--- src/rtl/rd_ws_responder.sv ---
`default_nettype none
// +----------------------------------------------------------------------------+
// | rd_ws_responder: wait-state read responder for the go/ws read controller. |
// | Answers each READ/DLY attempt with a registered ws and returns mem data.  |
// | Optional feature macro: RDWS_ERR_EN (sticky protocol-error detection).    |
// | Revision: 1.0                                                              |
// +----------------------------------------------------------------------------+
module rd_ws_responder #(
  parameter int DW = 8,
  parameter int AW = 4,
  parameter int WW = 3
) (
  input  logic          clk,
  input  logic          rstn,
  input  logic          rd,
  input  logic          ds,
  input  logic [AW-1:0] addr,
  input  logic [WW-1:0] wait_cfg,
  input  logic          we,
  input  logic [AW-1:0] waddr,
  input  logic [DW-1:0] wdata,
  output logic          ws,
  output logic [DW-1:0] rdata,
  output logic          rvalid,
  output logic          err
);

  typedef enum logic [1:0] {
    R_IDLE = 2'd0,
    R_ACT  = 2'd1,
    R_CMPL = 2'd2
  } state_t;

  state_t        state, state_nx;
  logic          phase, phase_nx;
  logic [WW-1:0] cnt, cnt_nx;
  logic [AW-1:0] lat_addr, lat_addr_nx;
  logic          ws_nx;
  logic [DW-1:0] rdata_nx;
  logic          rvalid_nx;

  logic [DW-1:0] mem [2**AW];

  // Storage is deliberately not reset so contents survive a mid-transaction reset.
  always_ff @(posedge clk) begin
    if (we) mem[waddr] <= wdata;
  end

`ifdef RDWS_ERR_EN
  logic err_q, err_nx;
  assign err = err_q;
`else
  assign err = 1'b0;
`endif

  always_ff @(posedge clk or negedge rstn) begin
    if (!rstn) begin
      state    <= R_IDLE;
      phase    <= 1'b0;
      cnt      <= '0;
      lat_addr <= '0;
      ws       <= 1'b0;
      rdata    <= '0;
      rvalid   <= 1'b0;
`ifdef RDWS_ERR_EN
      err_q    <= 1'b0;
`endif
    end else begin
      state    <= state_nx;
      phase    <= phase_nx;
      cnt      <= cnt_nx;
      lat_addr <= lat_addr_nx;
      ws       <= ws_nx;
      rdata    <= rdata_nx;
      rvalid   <= rvalid_nx;
`ifdef RDWS_ERR_EN
      err_q    <= err_nx;
`endif
    end
  end

  always_comb begin
    state_nx    = state;
    phase_nx    = phase;
    cnt_nx      = cnt;
    lat_addr_nx = lat_addr;
    ws_nx       = ws;
    rdata_nx    = rdata;
    rvalid_nx   = 1'b0;
`ifdef RDWS_ERR_EN
    err_nx      = err_q;
`endif
    case (state)
      R_IDLE: begin
        ws_nx = 1'b0;
`ifdef RDWS_ERR_EN
        if (ds) err_nx = 1'b1;
`endif
        if (rd) begin
          lat_addr_nx = addr;
          ws_nx       = (wait_cfg != '0);
          cnt_nx      = (wait_cfg == '0) ? '0 : wait_cfg - WW'(1);
          phase_nx    = 1'b1;
          state_nx    = R_ACT;
        end
      end
      R_ACT: begin
`ifdef RDWS_ERR_EN
        if (ds) err_nx = 1'b1;
`endif
        if (!rd) begin
          // Controller abandoned the transaction: drop back quietly.
          state_nx = R_IDLE;
          phase_nx = 1'b0;
          ws_nx    = 1'b0;
`ifdef RDWS_ERR_EN
          err_nx   = 1'b1;
`endif
        end else if (phase) begin
          if (!ws) begin
            rdata_nx = mem[lat_addr];
            phase_nx = 1'b0;
            state_nx = R_CMPL;
          end else begin
            phase_nx = 1'b0;
          end
        end else begin
          ws_nx    = (cnt != '0);
          cnt_nx   = (cnt != '0) ? cnt - WW'(1) : cnt;
          phase_nx = 1'b1;
        end
      end
      R_CMPL: begin
        ws_nx = 1'b0;
`ifdef RDWS_ERR_EN
        if (rd) err_nx = 1'b1;
`endif
        if (ds) begin
          rvalid_nx = 1'b1;
          state_nx  = R_IDLE;
        end
      end
      default: begin
        state_nx = R_IDLE;
        phase_nx = 1'b0;
        ws_nx    = 1'b0;
      end
    endcase
  end

endmodule
`default_nettype wire
--- config.mk ---
export PLATFORM = sky130hd
export DESIGN_NAME = rd_ws_responder
export DESIGN_NICKNAME = d
export VERILOG_FILES = /design/src/rtl/rd_ws_responder.sv
export SDC_FILE = /design/constraint.sdc
export NUM_CORES = 1
export LEC_CHECK = 0
export ABC_AREA = 0
export CORE_AREA = 2 2 109 121
export DETAILED_ROUTE_END_ITERATION = 8
export DIE_AREA = 0 0 111 123
export GPL_ROUTABILITY_DRIVEN = 0
export PLACE_DENSITY = 0.76
export SYNTH_ARGS = -nofsm -noshare
export SYNTH_HDL_FRONTEND = slang
export SYNTH_SLANG_ARGS = --single-unit
--- constraint.sdc ---
create_clock -name clk -period 4 [get_ports clk]
set_clock_uncertainty 0.15 [all_clocks]
set_input_delay 0.8 -clock clk [delete_from_list [all_inputs] [get_ports clk]]
set_output_delay 0.8 -clock clk [all_outputs]
set_load 0.02 [all_outputs]
==> flow_summary.yaml, run 1 <==
final_layout:
  antenna_cells: 0
  drive_gt1_frac: 0.192
  fin_util: 0.561
  syn2layout_area_growth_pct: 19.3
  fin_cells: 511
  nNetsFinal: 367
  nFillCells: 900
synth:
  syn_area_sq_um: 5840
  syn-num-nets: 319
  ys_types: 38
  synth_top_area_cell: "edfxtp_1"
  synth_edf_count: 128
  yosysSeqAreaShare: 0.743
  yosysTopAreaCellShare: 0.658
  yosys_register_bits: 148
  avgSynthCellArea_sq_um: 19.9
  syn_inst: 293
  yosys-top-cells-area: "edfxtp_1 (66%), mux4_2 (10%), dfrtp_1 (8.6%)"
  synth_warnings: 0
  synth_most_common_cell: "edfxtp_1"
  ys.flop_type: "edfxtp_1"
  synthArstFlopShare: 0.135
  synth_common_cells: "edfxtp_1 (128), mux4_2 (26), dfrtp_1 (20)"
sta:
  rsz0062_at_grt: "no"
  fmax_ghz: 0.410
  hold_viol: 0
  finalSetupTns_ns: 0
  final.setup.worst_slack_ns: 1.56
  finalSetupViolCount: 0
  fin_crit_ns: 2.44
  max_slew_margin: 0.337
  drv_slew: 0
  finalCritPeriodShare: 0.610
  worst_pin_slew_ns: 0.994
run:
  cap_viol_max_count: 0
place:
  io_buffer_count: 33
  dpl.hpwl_microns: 7010
  place_ws_ns: 1.13
  dp.cells: 479
critical_path:
  end_kind: "flop"
  startpoint_type: "flop"
  crit_family: "flip-flops"
  slowest_delay_ns: 1.00
  critical_path_buf_inv_count: 0
  path_cells: "mux4_1, a22oi_1, o311ai_1"
  crit_path_max_fanout: 18
  critPathRequiredTime_ns: 4.10
  r2r_slack_ns: 1.56
  path_class: "reg -> reg"
  critPathArrivalTime_ns: 2.54
  slowest_stage: "dfrtp_1"
pwr:
  ir_worst_vdd_mv: 0.319
  switching_share: 0.251
  power.switching_mw: 1.08
  combPwrFrac: 0.167
  clkPwrFrac: 0.385
  p_leak_nw: 2.35
  pwr-share-seq: 0.448
  power.density_nw_per_um2: 618
  power.total_mw: 4.31
  p_int_mw: 3.23
global_routing:
  top_usage_layer: "met2"
  overflow: 0
  grt_max_degree: 21
  gr-usage-met1: 0.245
  track_usage: 0.178
  met2_usage: 0.272
  grt_pass1_vias: 2981
  grt_pass1_wl_microns: 17500
  grt_util_met3: 0.0456
  antenna_found_initial: 0
routing:
  detail_route.wl_per_cell_microns: 22.0
  drtIter0Drc: 350
  wirelength_microns: 11200
  vias: 2915
  drc: 0
  postRouteAntennaNets: 0
  viasPerCell: 5.70
  dr.pass1.iters: 4
clock_tree:
  clk_latency_ns: 0.41
  clock_path_buffers: 2
  cts_tree: "built"
  cts_hold_buffers: 0
  post_cts_buffers: 0
  h-tree-depth: 4
  ctsResizeCount: 0
  root_buffer: "clkbuf_16"
  clk_pin_slew_worst_paths_ns: 0.06
  cts_buffers: 17
  cts.sinks: 148
floorplan:
  die_y_microns: 123
  coreArea_sq_um: 12400
  top_level_ports: 35
  core.rowCount: 43
  start_util: 0.470
  die-area_sq_um: 13700
  die_w_microns: 111
status:
  status: "completed"
worst_hold_path:
  min-delay-path-class: "reg -> reg"
==> through the flow <==
stage	cell area (sq um)	hold WS, ns
after floorplan	5840	0.306
after global placement	6340	0.316
after detailed placement	6340	0.331
after CTS	6970	0.345
after global routing	6970	0.358
final	6970	0.336
==> worst register-to-register path, stage by stage (launching register included) <==
cell and delay (ns):
dfrtp_1 1.00, mux4_1 0.67, a22oi_1 0.29, o311ai_1 0.17
==> path summary, 6_finish.rpt <==
path	start	to	cells after the start
setup / recovery	lat_addr[0]	rdata[2]	3
hold / removal	rdata[7]	rdata[7]	2
setup reg to reg	lat_addr[0]	rdata[2]	3
hold reg to reg	rdata[7]	rdata[7]	2
max in group asynchronous	rstn	rdata[2]	1
min in group asynchronous	rstn	cnt[1]	1
==> registers in the layout, summed over array words and instances (netlist names) <==
signal,flops
mem,128
rdata,8
cnt,3
phase,1
ws,1
lat_addr,4
rvalid,1
state,2
==> cell type report <==
cell class                 count  area [sq um]  share of cell area
clock buffer                  18           429              0.0616
clock inverter                14           201              0.0289
inverter                       4          15.0             0.00215
multi-input combinational    128          1390               0.199
sequential                   148          4340               0.623
tap                          157           196              0.0282
timing repair buffer          42           398              0.0571
==> routing by layer <==
metal | up-vias | share of wire
met2 | 118 | 0.48
met5 | - | 0
li1 | 1301 | -
met3 | 15 | 0.067
met4 | 0 | 0.020
met1 | 1481 | 0.43
==> power groups by stage <==
stage	clock network [mW]	registers [mW]	logic, mW
after CTS	1.68	1.93	0.729
final	1.66	1.93	0.720
after detailed placement	0	1.96	0.714
after floorplan	0	1.90	0.527
after global routing	1.74	1.95	0.779
after global placement	0	1.96	0.698
==> kinds of logic after synthesis <==
| logic type | after synthesis | share of synthesized area |
|---|---|---|
| flops | 148 | 0.743 |
| simple gates | 51 | 0.0450 |
| mux | 48 | 0.156 |
| compound gates | 26 | 0.0315 |
| buf+inv | 17 | 0.0193 |
| fa+ha+maj | 2 | 0.00428 |
| other cells | 1 | 0.000642 |
==> cell usage in the layout (no fill, tap or decap) <==
cell and n:
clkinvlp_4 1, nor2_1 16, o21ai_2 1, nor4b_1 1
clkbuf_1 1, clkinv_1 1, o22a_1 1, clkdlybuf4s50_1 33
or3b_1 1, inv_1 4, clkbuf_16 17, nor3_1 4
o211ai_1 1, o21ai_1 5, nor4bb_1 1, mux4_1 6
mux4_2 26, conb_1 1, edfxtp_1 128, a21oi_1 2
buf_4 9, nand2b_1 7, nor3b_2 1, ha_1 2
nor2b_1 1, clkinv_4 6, mux2i_1 10, mux2_2 1
nand3b_1 2, o21ai_0 2, a22oi_1 7, nand3_1 1
nand2_1 13, mux2_1 5, nor4_1 1, inv_6 2
dfrtp_1 20, o311ai_1 7, bufinv_16 4, nand4b_1 2
No activity file was read; power rests on OpenSTA's default activity.
==> run 2: changes to the inputs <==
PLACE_DENSITY = 0.79   (was 0.76)
clock period = 2.1 ns   (was 4 ns; I/O delays follow)
==> flow_summary.yaml, run 2 (synthesis gave the netlist of run 1 again) <==
status:
  status: "completed"
final_layout:
  nFillCells: 896
  regMostFlops: "mem"
  layout_common_cells: "edfxtp_1 (128), clkdlybuf4s50_1 (33), mux4_2 (26), buf_4 (25), dfrtp_1 (20)"
  drive_gt1_frac: 0.231
  top_regs: "mem (128), rdata (8), lat_addr (4)"
  fin_cells: 530
  final_common_cell: "edfxtp_1"
  largest_reg_flops: 128
  antenna_cells: 0
  nNetsFinal: 386
  syn2layout_area_growth_pct: 21.5
global_routing:
  grt_pass1_vias: 3107
  grt_pass1_wl_microns: 17800
  overflow: 0
  antenna_found_initial: 0
  grt_max_degree: 33
  track_usage: 0.181
clock_tree:
  root_buffer: "clkbuf_16"
  clk_latency_ns: 0.42
  cts.sinks: 148
  ctsResizeCount: 0
  cts_buffers: 17
  post_cts_buffers: 0
  clk_pin_slew_worst_paths_ns: 0.06
  cts_hold_buffers: 0
  clock_path_buffers: 2
  cts_tree: "built"
  h-tree-depth: 4
run:
  cap_viol_max_count: 0
floorplan:
  core.rowCount: 43
  die_w_microns: 111
  die_y_microns: 123
  top_level_ports: 35
  coreArea_sq_um: 12400
  die-area_sq_um: 13700
  start_util: 0.470
critical_path:
  slowest_stage: "clkdlybuf4s50_1"
  crit_family: "buffers and inverters"
  startpoint_type: "flop"
  critPathRequiredTime_ns: 1.53
  slowest_delay_ns: 0.63
  critPathArrivalTime_ns: 1.45
  critical_path_buf_inv_count: 1
  path_class: "reg -> out"
  reg2reg_depth: 4
  path_cells: "clkdlybuf4s50_1"
  crit_cells: 1
  crit_path_max_fanout: 2
  end_kind: "output pin"
sta:
  finalSetupTns_ns: 0
  hold_viol: 0
  rsz0062_at_grt: "no"
  finalSetupViolCount: 0
  finalCritPeriodShare: 0.960
  fin_crit_ns: 2.02
  worst_pin_slew_ns: 0.600
  fmax_ghz: 0.496
  drv_slew: 0
  max_slew_margin: 0.599
routing:
  viasPerCell: 5.62
  drc: 0
  dr.pass1.iters: 5
  postRouteAntennaNets: 0
  wirelength_microns: 11500
  vias: 2977
  detail_route.wl_per_cell_microns: 21.8
  drtIter0Drc: 263
place:
  io_buffer_count: 33
  dp.cells: 498
  dpl.hpwl_microns: 7150
pwr:
  p_leak_nw: 2.44
  power.density_nw_per_um2: 1130
  ir_worst_vdd_mv: 0.802
worst_hold_path:
  min-delay-path-class: "in -> async"
[run 2: per-layer routing]
metal,vias up,wire [microns],GRT usage
li1,1329,-,-
met1,1540,4670,0.228
met2,100,6040,0.302
met3,8,699,0.0475
met4,0,129,0.0781
met5,-,0,0
[run 2: cell type report]
type                       instances  area [sq um]  share of cell area
sequential                       148          4340               0.612
clock buffer                      23           478              0.0673
clock inverter                     9           103              0.0144
multi-input combinational        128          1390               0.195
timing repair buffer              61           578              0.0814
tap                              157           196              0.0277
inverter                           4          15.0             0.00211
[run 2: worst paths after layout]
check | from | endpoint | slack (ns)
setup / recovery | rdata[1] | rdata[1] | 0.08
hold / removal | rstn | ws | 0.20
setup reg to reg | lat_addr[0] | rdata[0] | 0.17
hold reg to reg | rdata[7] | rdata[7] | 0.34
max in group asynchronous | rstn | rdata[0] | 1.37
min in group clk | rdata[7] | rdata[7] | 0.34
[run 2: through the flow]
| stage | utilization | area (sq um) | hold slack (ns) | setup slack, ns | total power [mW] |
|---|---|---|---|---|---|
| finish | 0.571 | 7100 | 0.201 | 0.0843 | 8.04 |
| global placement | 0.525 | 6520 | 0.321 | -0.00549 | 5.13 |
| detailed placement | 0.525 | 6520 | 0.326 | -0.0172 | 5.19 |
| global route | 0.571 | 7100 | 0.208 | 0.0328 | 8.37 |
| floorplan | - | 5840 | -0.0256 | 0.112 | 4.63 |
| CTS | 0.571 | 7100 | 0.204 | 0.0751 | 8.13 |
[run 2: report_power, final]
part,total [mW],internal [mW],switching [mW]
Clock,2.92,1.83,1.08
Combinational,1.60,0.822,0.779
Sequential,3.53,3.39,0.132
==> run 3: changes to the inputs <==
SLEW_MARGIN = 15   (was not set)
==> results of run 3 <==
The final DEF is identical to that of run 2; final timing and power are the same.
